[config.mk]
export PLATFORM = sky130hd
export DESIGN_NAME = quad_input_filter_flat
export DESIGN_NICKNAME = d
export VERILOG_FILES = /design/src/rtl/quad_input_filter_if.sv /design/src/rtl/quad_input_filter.sv /design/src/flat_wrapper.sv
export SDC_FILE = /design/constraint.sdc
export NUM_CORES = 1
export LEC_CHECK = 0
export ABC_AREA = 1
export ABC_CLOCK_PERIOD_IN_PS = 2300
export BUFFER_PORTS_ARGS = -buffer_cell sky130_fd_sc_hd__buf_4
export CAP_MARGIN = 25
export CORE_ASPECT_RATIO = 1.25
export CORE_MARGIN = 2
export CORE_UTILIZATION = 45
export CTS_BUF_LIST = sky130_fd_sc_hd__clkbuf_8
export DETAILED_ROUTE_END_ITERATION = 16
export GPL_TIMING_DRIVEN = 1
export PLACE_DENSITY = 0.7
export SYNTH_ARGS = -nofsm -noshare
export SYNTH_HDL_FRONTEND = slang
export SYNTH_HIERARCHICAL = 1
export SYNTH_SLANG_ARGS = --single-unit
[constraint.sdc]
create_clock -name clk_50 -period 2.3 [get_ports clk_50]
set_clock_uncertainty 0.2 [all_clocks]
set_input_delay 0.115 -clock clk_50 [delete_from_list [all_inputs] [get_ports clk_50]]
set_output_delay 0.115 -clock clk_50 [all_outputs]
set_load 0.05 [all_outputs]
[src/rtl/quad_input_filter_if.sv]
// Encoder-side signal bundle for quad_input_filter: raw channels and clear in,
// debounced channels, step/error pulses and counters out.
interface quad_input_filter_if;
  logic               a_raw;
  logic               b_raw;
  logic               clear_counts;
  logic               a_clean;
  logic               b_clean;
  logic               step;
  logic               direction;
  logic signed [31:0] position;
  logic               quad_err;
  logic [15:0]        err_count;

  modport master (
    output a_raw, b_raw, clear_counts,
    input  a_clean, b_clean, step, direction, position, quad_err, err_count
  );

  modport slave (
    input  a_raw, b_raw, clear_counts,
    output a_clean, b_clean, step, direction, position, quad_err, err_count
  );
endinterface

[src/rtl/quad_input_filter.sv]
// Quadrature encoder front end: per-channel synchronizer + stability filter,
// then an x4 decoder producing step/direction/position and error counting.

module quad_input_filter_chan #(
  parameter int FILTER_LEN = 8
) (
  input  logic clk_50,
  input  logic reset_n,
  input  logic raw,
  output logic clean
);
  // Counter value at which the next stable sample completes FILTER_LEN samples.
  localparam logic [7:0] CNT_LAST = 8'(FILTER_LEN - 2);

  logic       sync1, sync2, sync_prev;
  logic [7:0] cnt;

  always_ff @(posedge clk_50 or negedge reset_n) begin
    if (!reset_n) begin
      sync1     <= 1'b0;
      sync2     <= 1'b0;
      sync_prev <= 1'b0;
      cnt       <= '0;
      clean     <= 1'b0;
    end else begin
      sync1     <= raw;
      sync2     <= sync1;
      sync_prev <= sync2;
      if (sync2 == clean || sync2 != sync_prev) begin
        cnt <= '0;
      end else if (cnt == CNT_LAST) begin
        cnt   <= '0;
        clean <= sync2;
      end else begin
        cnt <= cnt + 8'd1;
      end
    end
  end
endmodule

module quad_input_filter #(
  parameter int FILTER_LEN = 8
) (
  input  logic               clk_50,
  input  logic               reset_n,
  quad_input_filter_if.slave bus
);
  localparam int NUM_LANES = 2;

  // Lane 1 is channel A, lane 0 is channel B, so vectors read as {a,b}.
  logic [NUM_LANES-1:0] raw_vec, clean_vec, prev_pair, chg;
  logic                 one_chg, two_chg, rev;
  logic                 step_q, qerr_q, dir_q;
  logic signed [31:0]   pos_q;
  logic [15:0]          err_q;

  assign raw_vec = {bus.a_raw, bus.b_raw};

  quad_input_filter_chan #(.FILTER_LEN(FILTER_LEN)) u_chan [NUM_LANES-1:0] (
    .clk_50  (clk_50),
    .reset_n (reset_n),
    .raw     (raw_vec),
    .clean   (clean_vec)
  );

  assign chg     = clean_vec ^ prev_pair;
  assign one_chg = ^chg;
  assign two_chg = &chg;
  // For a single-bit change, A-now matching B-before means B leads A.
  assign rev     = ~(clean_vec[1] ^ prev_pair[0]);

  always_ff @(posedge clk_50 or negedge reset_n) begin
    if (!reset_n) begin
      prev_pair <= '0;
      step_q    <= 1'b0;
      qerr_q    <= 1'b0;
      dir_q     <= 1'b0;
      pos_q     <= '0;
      err_q     <= '0;
    end else begin
      prev_pair <= clean_vec;
      step_q    <= one_chg;
      qerr_q    <= two_chg;
      if (one_chg) dir_q <= rev;
      if (bus.clear_counts) begin
        pos_q <= '0;
        err_q <= '0;
      end else begin
        if (one_chg) pos_q <= rev ? pos_q - 32'sd1 : pos_q + 32'sd1;
        if (two_chg && err_q != 16'hFFFF) err_q <= err_q + 16'd1;
      end
    end
  end

  assign bus.a_clean   = clean_vec[1];
  assign bus.b_clean   = clean_vec[0];
  assign bus.step      = step_q;
  assign bus.quad_err  = qerr_q;
  assign bus.direction = dir_q;
  assign bus.position  = pos_q;
  assign bus.err_count = err_q;
endmodule

[src/flat_wrapper.sv]
// flat-port wrapper written by rule: the top's interface ports become plain ports
module quad_input_filter_flat 
#(
  parameter int FILTER_LEN = 8
)
  (clk_50, reset_n, bus_a_raw, bus_b_raw, bus_clear_counts, bus_a_clean, bus_b_clean, bus_step, bus_direction, bus_position, bus_quad_err, bus_err_count);
  quad_input_filter_if bus_i ();
  input  logic clk_50;
  input  logic reset_n;
  input wire logic [$bits(bus_i.a_raw)-1:0] bus_a_raw;
  input wire logic [$bits(bus_i.b_raw)-1:0] bus_b_raw;
  input wire logic [$bits(bus_i.clear_counts)-1:0] bus_clear_counts;
  output wire logic [$bits(bus_i.a_clean)-1:0] bus_a_clean;
  output wire logic [$bits(bus_i.b_clean)-1:0] bus_b_clean;
  output wire logic [$bits(bus_i.step)-1:0] bus_step;
  output wire logic [$bits(bus_i.direction)-1:0] bus_direction;
  output wire logic [$bits(bus_i.position)-1:0] bus_position;
  output wire logic [$bits(bus_i.quad_err)-1:0] bus_quad_err;
  output wire logic [$bits(bus_i.err_count)-1:0] bus_err_count;
  assign bus_i.a_raw = bus_a_raw;
  assign bus_i.b_raw = bus_b_raw;
  assign bus_i.clear_counts = bus_clear_counts;
  assign bus_a_clean = bus_i.a_clean;
  assign bus_b_clean = bus_i.b_clean;
  assign bus_step = bus_i.step;
  assign bus_direction = bus_i.direction;
  assign bus_position = bus_i.position;
  assign bus_quad_err = bus_i.quad_err;
  assign bus_err_count = bus_i.err_count;
  quad_input_filter #(.FILTER_LEN(FILTER_LEN)) u_core (.clk_50(clk_50), .reset_n(reset_n), .bus(bus_i));
endmodule
==> results of run 1 <==
## layout by cell type (no fill, tap or decap), types with 3 or more instances in the layout
master,Yosys,layout
sky130_fd_sc_hd__nand2_4,5,12
sky130_fd_sc_hd__o22ai_1,11,11
sky130_fd_sc_hd__a41oi_1,20,20
sky130_fd_sc_hd__a21oi_1,29,24
sky130_fd_sc_hd__a21oi_2,1,6
sky130_fd_sc_hd__o21a_1,3,3
sky130_fd_sc_hd__nand3b_1,3,3
sky130_fd_sc_hd__inv_1,121,122
sky130_fd_sc_hd__buf_4,1,88
sky130_fd_sc_hd__inv_2,12,12
sky130_fd_sc_hd__clkinv_4,0,3
sky130_fd_sc_hd__a31oi_1,3,3
sky130_fd_sc_hd__nor3_2,3,3
sky130_fd_sc_hd__clkbuf_8,0,11
sky130_fd_sc_hd__nor2_2,24,19
sky130_fd_sc_hd__ha_1,9,9
sky130_fd_sc_hd__nand2_2,51,68
sky130_fd_sc_hd__o21ai_0,18,18
sky130_fd_sc_hd__xor2_1,14,13
sky130_fd_sc_hd__nor2_4,1,14
sky130_fd_sc_hd__nor2_1,54,46
sky130_fd_sc_hd__nand2_1,267,243
sky130_fd_sc_hd__nor3_1,11,10
sky130_fd_sc_hd__nand3_1,53,52
sky130_fd_sc_hd__dlygate4sd3_1,0,4
sky130_fd_sc_hd__and2_1,4,3
sky130_fd_sc_hd__dfrtp_1,77,75
sky130_fd_sc_hd__xnor2_1,4,4
## cells by family (layout without fill, tap and decap cells)
| group | Yosys count | after routing |
|---|---|---|
| AND/OR/NAND/NOR | 477 | 478 |
| buffers and inverters | 147 | 244 |
| adder cells (fa/ha/maj) | 9 | 9 |
| XOR/XNOR | 18 | 18 |
| AO/OA/AOI/OAI | 99 | 99 |
| flip-flops | 77 | 77 |
## metrics by stage
| step | instances | instance area (µm²) | setup WS (ns) | hold slack [ns] |
|---|---|---|---|---|
| after floorplan | 827 | 5608 | 0.001769 | -0.3806 |
| after global placement | 1065 | 6390 | -0.01556 | -0.06570 |
| after detailed placement | 1065 | 6390 | -0.05187 | -0.05890 |
| after global routing | 1089 | 6914 | -0.1598 | 0.1217 |
| after CTS | 1085 | 6658 | 0.01476 | 0.08762 |
| final | 1089 | 6914 | 0.01701 | 0.08118 |
## critical path, stage by stage (launching register included)
cell and delay [ns]:
sky130_fd_sc_hd__dfrtp_2 0.46, sky130_fd_sc_hd__inv_2 0.10, sky130_fd_sc_hd__nand2_2 0.08, sky130_fd_sc_hd__nand2_4 0.11
sky130_fd_sc_hd__buf_12 0.14, sky130_fd_sc_hd__buf_4 0.15, sky130_fd_sc_hd__nand2_2 0.07, sky130_fd_sc_hd__nand2_4 0.11
sky130_fd_sc_hd__nor2_4 0.05, sky130_fd_sc_hd__nand2_2 0.08, sky130_fd_sc_hd__inv_2 0.04, sky130_fd_sc_hd__a21oi_1 0.14
sky130_fd_sc_hd__and2_1 0.18, sky130_fd_sc_hd__nand3_1 0.09, sky130_fd_sc_hd__nand3_1 0.13, sky130_fd_sc_hd__nand2_1 0.06
## power by group through the flow
stage          Sequential (mW)  Combinational (mW)  Clock, mW
3_3_place_gp              1.60                4.22          0
3_5_place_dp              1.60                4.23          0
2_1_floorplan             1.90                2.88          0
5_1_grt                   1.59                5.23       1.19
4_1_cts                   1.57                4.26       1.13
6_report                  1.57                4.76       1.11
## worst max path at each step
stage / cells past startpoint / endpoint / slack (ns)
floorplan: 11 / u_core/bus.err_count[15]$_DFFE_PN0P_ / 0.002
global placement: 14 / u_core/bus.position[26]$_DFFE_PN0P_ / -0.02
detailed placement: 14 / u_core/bus.position[26]$_DFFE_PN0P_ / -0.05
global route: 15 / u_core/bus.position[30]$_DFFE_PN0P_ / -0.16
CTS: 17 / u_core/bus.position[31]$_DFFE_PN0P_ / 0.01
finish: 15 / u_core/bus.position[26]$_DFFE_PN0P_ / 0.02
## cell type report
type / instances / area (µm²) / share of cell area, %
clock buffer: 11 / 151.4 / 2.190
clock inverter: 5 / 60.06 / 0.8686
inverter: 133 / 499.2 / 7.220
multi-input combinational: 604 / 3317 / 47.97
sequential: 77 / 1929 / 27.90
tap: 164 / 205.2 / 2.968
timing repair buffer: 95 / 752.0 / 10.88
## synth_stat cells (all sizes together)
| master | count |
|---|---|
| a41o | 2 |
| ha | 9 |
| a221oi | 2 |
| xor2 | 14 |
| inv | 133 |
| o22ai | 11 |
| a211oi | 2 |
| a41oi | 20 |
| clkbuf | 4 |
| nand2 | 323 |
| and2 | 4 |
| o21bai | 3 |
| o32ai | 1 |
| o41ai | 1 |
| nor2 | 79 |
| a31oi | 3 |
| nand3 | 53 |
| o21ai | 21 |
| dfrtp | 77 |
| a21oi | 30 |
| nor4 | 1 |
| buf | 10 |
| o21a | 3 |
| nand3b | 3 |
| nor3 | 14 |
| xnor2 | 4 |
## sequential cells by signal, indices dropped and copies added (netlist names)
register                 cells
u_core/bus.direction         1
u_core/u_chan/sync1          2
u_core/bus.position         32
u_core/bus.err_count        16
u_core/u_chan/sync_prev      2
u_core/u_chan/cnt           16
u_core/bus.step              1
u_core/u_chan/clean          2
u_core/bus.quad_err          1
u_core/prev_pair             2
u_core/u_chan/sync2          2
## what timing repair did
action                                  CTS  global route
setup buffers                             0             3
hold buffers                              4             0
hold endpoints to repair                 46             0
gates cloned                              0             1
pin swaps                                 0            15
endpoints found under the setup margin    4            26
gates resized for setup                   4            61
## metal layers
layer  GRT usage, %  routed length, µm  vias to the layer above
li1               -                  -                     2802
met1          27.30               6545                     2557
met2          39.43               7574                      172
met3          3.546                710                       35
met4          6.598                386                        0
met5              0                  0                        -
==> impl_summary.md, run 1 <==
Critical path
The critical path data required time is 2.36 ns. The nature of the critical path startpoint is a register. The classification of the worst setup path is reg2reg.

Data arrives at the worst endpoint at 2.34 ns. Measured in cells, the most critical reg-to-reg path has a length of 15. The startpoint of the worst-slack reg-to-reg timing path is u_core/u_chan[1]/clean$_DFFE_PN0P_. The startpoint of the worst setup timing path is u_core/u_chan[1]/clean$_DFFE_PN0P_. Of all nets on the critical path, the largest fanout is 12.

The reg-to-reg setup timing slack is 0.02 ns. The worst register-to-register path ends at u_core/bus.position[26]$_DFFE_PN0P_. The sort of element at the end of the critical path is a register.

Drt
In the routed design, unresolved DRC markers number 0. Summing over every cut layer, the via total after detailed routing is 5566. The detailed router finished its first iteration with 399 violations. The detail route stage leaves a number of antenna-violating nets equal to 0. After detailed routing, the total wire length is 15220 µm. The number of iterations in the first detailed-routing pass is 6.

After detailed routing, the number of vias per cell comes to 5.111. After detailed routing, the average wire length per cell comes to 13.97 µm.

CTS
The source-to-sink clock delay at the later pin of the worst-skew pair is 0.36 ns. Counting along the longest clock path gives a buffer depth of 2. In this run the clock root is driven by a sky130_fd_sc_hd__clkbuf_8. The CTS buffer count is 9.

The number of sinks handled by clock tree synthesis is 77. After clock tree synthesis, the clock-pin slew on the worst setup and hold paths is 0.09 ns. TritonCTS built the clock tree.

The H-tree generated during clock tree synthesis spans 3 levels.

STA
Setup violations remaining at the end of the flow were counted as 0. Setup repair after global routing could not meet its margin everywhere. In this run the tightest slew margin relative to its limit is 63.82%. The worst path uses 99.26% of the clock period. The final sum of negative setup slack is 0 ns. The shortest period the worst path allows is 2.283 ns. Derived from the worst setup path, the maximum achievable clock frequency is 438.0 MHz. The number of slew-limit violations in the final report was 0.

For the pin with the worst max-slew slack, the measured transition is 0.5421 ns. The number of endpoints with negative hold slack in the final report is 0.

GRT
The number of global-route vias before repair is 5004. The sum of overflow across all layers after global routing is 0. The number of antenna violations at the first check in global routing is 0. Entering global routing, the biggest net connects 39 pins.

The first global-routing pass estimated 23690 µm of wire. Global routing used 21.97% of the available tracks.

Logic synthesis
In this run the biggest area consumer among cell types represents 34.37% of the synthesized area. sky130_fd_sc_hd__dfrtp_1 takes more of the synthesized area than any other cell. The number of warnings printed during yosys synthesis is 6. When the netlist entered floorplanning its net count stood at 841. The count of cell types in the netlist is 39. A synthesized cell averages 6.779 µm². The post-synthesis sequential area ratio is 34.37%. The combinational family with the most area after synthesis is simple AND/OR/NAND/NOR gates. Of the post-synthesis cell area, the part taken by muxes is 0%. The fraction of the mapped netlist area in adder cells is 2.008%. The flip-flop and latch count after synthesis is 77. The simple-gate share of the synthesized area is 38.27%. The synthesized instance count is 827. The synthesized netlist devotes 11.69% of its cell area to compound gates.

The XOR/XNOR share of the synthesized area is 2.812%. In this run the cell area of the synthesized design comes to 5607 µm². In the post-synthesis netlist, the biggest area contributors are sky130_fd_sc_hd__dfrtp_1 (34%), sky130_fd_sc_hd__nand2_1 (18%), sky130_fd_sc_hd__inv_1 (8.1%), sky130_fd_sc_hd__nand2_2 (5.7%), sky130_fd_sc_hd__nand3_1 (4.7%).

Power
The ratio of total power to cell area is 1075 nW/µm². Sequential cells account for 21.1% of the total power. The part of the total power dissipated in the clock network is 14.9%. The maximum vdd drop is 0.0005683 V.

For this design the total switching power over the nets is 3.756 mW. The switching portion of total power is 50.51%. The total power after layout is 7.436 mW. Combinational cells account for 64.0% of the total power.

The static leakage is 3.690 nW. Internal power comes to 3.680 mW.

Layout
The repair_antennas step left the layout with diodes totalling 0. The count of fill cells added during filler insertion is 1177. At the end of the flow, the number of nets in the layout was 934. The area growth from synthesis to final layout is 23.32%. For this run, the share of the core covered by cells in the final layout is 56.85%. The post-route netlist has 27.03% of its cells at a drive strength greater than 1.

Floorplan
The standard-cell row count is 45. The area of the die is 13370 µm². After floorplanning, the core was sized to cover 12160 µm². For this configuration, the core starts out at a cell density of 46.10%. The chip height is 128.8 µm. The floorplan step set the die width to 103.8 µm.

58 I/O pins were placed.

Job
The tool flagged a number of max-cap violations equal to 0.

Place
The detailed-placement wirelength estimate is 11020 µm. At the end of routability-driven placement, the weighted congestion stood at 0.9500. In this run the tool buffered the top-level ports with 57 buffer cells.

Hold path
The worst hold path belongs to the class in2async.

Outcome
The flow ran to the end, and the final reports show no timing, DRC or antenna violations.
(Power assumes the default switching activity.)
==> run 2: changes to the inputs <==
--- a/config.mk
+++ b/config.mk
@@ -16,6 +16,7 @@
 export DETAILED_ROUTE_END_ITERATION = 16
 export GPL_TIMING_DRIVEN = 1
 export PLACE_DENSITY = 0.7
+export REMOVE_ABC_BUFFERS = 1
 export SYNTH_ARGS = -nofsm -noshare
 export SYNTH_HDL_FRONTEND = slang
 export SYNTH_HIERARCHICAL = 1
==> impl_summary.md, run 2 (synthesized netlist as in run 1, its figures left out) <==
Floorplan
The count of pins on the block boundary is 58 (unchanged). The effective utilization at floorplan was 46.10% (unchanged). The chip height is 128.8 µm (unchanged).

The die extent in x was 103.8 µm (unchanged). The standard-cell row count is 45 (unchanged). The area of the die is 13370 µm² (unchanged).

The core area is 12160 µm² (unchanged).

Drt
The total number of vias is 5533 (-0.59%). The detailed-route wire length was 14620 µm (-3.9%). The number of iterations in the first detailed-routing pass is 5 (-1).

The post-detailed-route DRC marker count is 0 (unchanged). The highest layer touched by signal routing is met4. The wire length on met1 is 6374 µm (-2.6%). The length of routed met2 wiring is 7253 µm (-4.2%). The violation count after the first detailed-routing iteration is 339 (-15%). The routed length on met3 is 707 µm (-0.42%).

The number of nets with antenna violations after detailed routing is 0 (unchanged). The average wire length per cell after detail routing was 13.45 µm (-3.8%). The routed via count divided by cell count is 5.090 (-0.41%).

STA
The maximum achievable frequency is 443.9 MHz (+1.3%). The post-route fraction of the period consumed by the critical path came to 97.94% (-1.3 points). The number of slew-limit violations in the final report is 0 (unchanged). The remaining max-slew budget at the tightest pin is 65.31% (+1.5 points).

The number of setup violations in the final report is 0 (unchanged). The shortest period the worst path allows is 2.253 ns (-0.03033 ns). The number of endpoints with negative hold slack in the final report came to 0 (unchanged). Setup repair after global routing could not meet its margin everywhere. The worst-margin pin slew was 0.5198 ns (-0.02236 ns).

The worst hold slack after final layout is 0.1532 ns (+0.07206 ns).

Critical path
STA classifies the critical path endpoint as a register. The critical path data required time is 2.36 ns (about the same). The startpoint of the worst-slack reg-to-reg timing path is u_core/u_chan[1]/clean$_DFFE_PN0P_. The critical path data arrival time is 2.32 ns (-0.02 ns).

Among the stages of the critical path, the cell type that occurs most often is sky130_fd_sc_hd__nand2_1. In this run the worst setup path begins at u_core/u_chan[1]/clean$_DFFE_PN0P_. The worst setup path is launched from a register. The total number of cells along the worst setup path is 15 (unchanged). For this design, the slowest cell found on the critical path is sky130_fd_sc_hd__dfrtp_1. The critical path goes through inv_2 > nand2_2 > nand2_4 > buf_12 > nand2_1 > nand2_2 > nand2_1 > nor2_2 > nand2_1 > nor3_1 > nand2_1 > nand2_1 > nand2_1 > nand3_1 > nand2_1. The logic depth of the worst register-to-register path is 15 (unchanged). The reg-to-reg endpoint is u_core/bus.position[31]$_DFFE_PN0P_. Following the worst setup path forward leads to its endpoint at u_core/bus.position[31]$_DFFE_PN0P_. The reg-to-reg setup timing slack is 0.05 ns (+0.03 ns). The maximum single-stage delay on the critical path came to 0.44 ns (-0.02 ns). The buffering stage count on the worst path with inverters included was 2 (-2).

The cell family contributing the most delay on the critical path is simple AND/OR/NAND/NOR gates. The largest fanout of any net on the critical path came to 24 (+12). The critical path is of the reg2reg type.

GRT
The overall track demand over capacity in global routing came to 22.41% (+0.44 points). The number of antenna violations at the first check in global routing is 0 (unchanged). The sum of overflow across all layers after global routing was 0 (unchanged). The largest net degree at the start of global routing came to 35 (-10%).

The number of global-route vias before repair is 5086 (+1.6%). The global-route wire length before repair is 24380 µm (+2.9%).

Job
The reported max-cap violation count is 0 (unchanged).

Layout
The multi-input combinational cell area is 3224 µm² (-2.8%). The area used by sequential logic in the layout is 1928 µm² (about the same). The library cells used most frequently in the layout, excluding fill and tap cells, are sky130_fd_sc_hd__nand2_1 (252), sky130_fd_sc_hd__inv_1 (120), sky130_fd_sc_hd__buf_4 (82), sky130_fd_sc_hd__dfrtp_1 (76), sky130_fd_sc_hd__nand2_2 (64). The count of fill cells added during filler insertion was 1256 (+6.7%). The final design instance area without fill is 6867 µm² (-0.69%).

The most common cell after layout, fill and taps aside is sky130_fd_sc_hd__nand2_1. The final layout net count is 932 (-0.21%). Relative to the synthesized area, the layout overhead comes to 22.47%. The number of flip-flops in the largest register is 32 (unchanged). The antenna cell count is 0 (unchanged).

The proportion of layout cells with a drive suffix above 1 is 25.68% (-1.3 points).

Place
The detailed-placement wirelength estimate is 10960 µm (-0.55%). The count of input and output buffers is 57 (unchanged). The final weighted congestion of routability-driven global placement is 0.9302 (-2.1%). The instance area after placement is 6404 µm² (+0.22%).

Power
The internal power summed over all cells is 3.631 mW (-1.3%). The ratio of total power to cell area was 1072 nW/µm² (-0.36%). The static leakage is 3.679 nW (-0.30%).

The combinational cell fraction of total power is 63.2% (-0.8 points). The maximum vdd drop was 0.0005915 V (+4.1%). The switching power was 3.728 mW (-0.75%).

The sequential group share of total power is 21.4% (+0.3 points). The switching portion of total power is 50.66% (+0.15 points). The part of the total power dissipated in the clock network was 15.4% (+0.5 points).

Outcome
The flow ran to the end, and the final reports show no timing, DRC or antenna violations.

CTS
The buffer depth of the longest clock path is 2 (unchanged). The CTS buffer count is 9 (unchanged). The depth of the CTS H-tree is 3 (unchanged). The clock edge transition at the registers on the reported setup and hold paths is 0.10 ns (about the same). The source-to-sink clock delay at the later pin of the worst-skew pair was 0.37 ns (about the same). The number of sinks handled by clock tree synthesis was 77 (unchanged).

TritonCTS built the clock tree. Clock tree synthesis selected as its root buffer the cell sky130_fd_sc_hd__clkbuf_8.

Hold path
The worst hold path belongs to the class reg2reg.
run 2: metrics by stage:
stage	setup WS (ns)	TNS [ns]	total power [mW]	std cells	utilization [%]
floorplan	-0.5946	-10.05	4.750	813	-
global placement	0.06330	0	5.804	1062	52.65
detailed placement	0.04838	0	5.831	1062	52.65
CTS	0.01920	0	6.997	1084	54.91
global route	-0.08371	-0.7188	7.967	1087	56.46
finish	0.04734	0	7.358	1087	56.46
run 2: how the worst min path moves through the flow:
stage	from	to	slack [ns]	cells past startpoint
final	u_core/u_chan[1]/sync1$_DFF_PN0_	u_core/u_chan[1]/sync2$_DFF_PN0_	0.15	0
after global placement	reset_n	u_core/u_chan[0]/cnt[5]$_DFF_PN0_	-0.14	1
after detailed placement	reset_n	u_core/u_chan[0]/cnt[3]$_DFF_PN0_	-0.13	1
after floorplan	reset_n	u_core/bus.direction$_DFFE_PN0P_	-0.38	0
after CTS	u_core/u_chan[1]/sync1$_DFF_PN0_	u_core/u_chan[1]/sync2$_DFF_PN0_	0.15	0
after global routing	u_core/u_chan[1]/sync1$_DFF_PN0_	u_core/u_chan[1]/sync2$_DFF_PN0_	0.17	0
run 2: power groups by stage:
stage	Combinational (mW)	Sequential, mW	Clock, mW
5_1_grt	5.14	1.59	1.23
2_1_floorplan	2.85	1.90	0
3_5_place_dp	4.23	1.60	0
4_1_cts	4.25	1.57	1.17
3_3_place_gp	4.21	1.60	0
6_report	4.65	1.57	1.14
run 2: layout make-up:
| type | instances | area share (%) |
|---|---|---|
| multi-input cells | 603 | 46.96 |
| flip-flops and latches | 77 | 28.08 |
| repair buffers | 94 | 11.59 |
| inverters | 133 | 7.270 |
| well taps | 164 | 2.988 |
| clock buffers | 9 | 1.804 |
| clock inverters | 7 | 1.312 |
run 2: timing repair:
item                                    4_1_cts  5_1_grt
endpoints found under the setup margin        0       23
hold endpoints to repair                     87        0
buffers inserted                              0        3
resized for setup                             0       50
hold buffers                                  6        0
run 2: routing by layer:
metal	track usage, %	vias to the layer above
met5	0	-
met4	6.916	0
met3	3.242	27
met2	39.55	159
met1	28.57	2556
li1	-	2791
run 2: worst reg2reg max path, stage by stage, from the launching register on:
cell and delay [ns]:
sky130_fd_sc_hd__dfrtp_1 0.44, sky130_fd_sc_hd__inv_2 0.09, sky130_fd_sc_hd__nand2_2 0.07, sky130_fd_sc_hd__nand2_4 0.12, sky130_fd_sc_hd__buf_12 0.17, sky130_fd_sc_hd__nand2_1 0.08
sky130_fd_sc_hd__nand2_2 0.11, sky130_fd_sc_hd__nand2_1 0.14, sky130_fd_sc_hd__nor2_2 0.15, sky130_fd_sc_hd__nand2_1 0.11, sky130_fd_sc_hd__nor3_1 0.16, sky130_fd_sc_hd__nand2_1 0.09
sky130_fd_sc_hd__nand2_1 0.06, sky130_fd_sc_hd__nand2_1 0.04, sky130_fd_sc_hd__nand3_1 0.06, sky130_fd_sc_hd__nand2_1 0.05
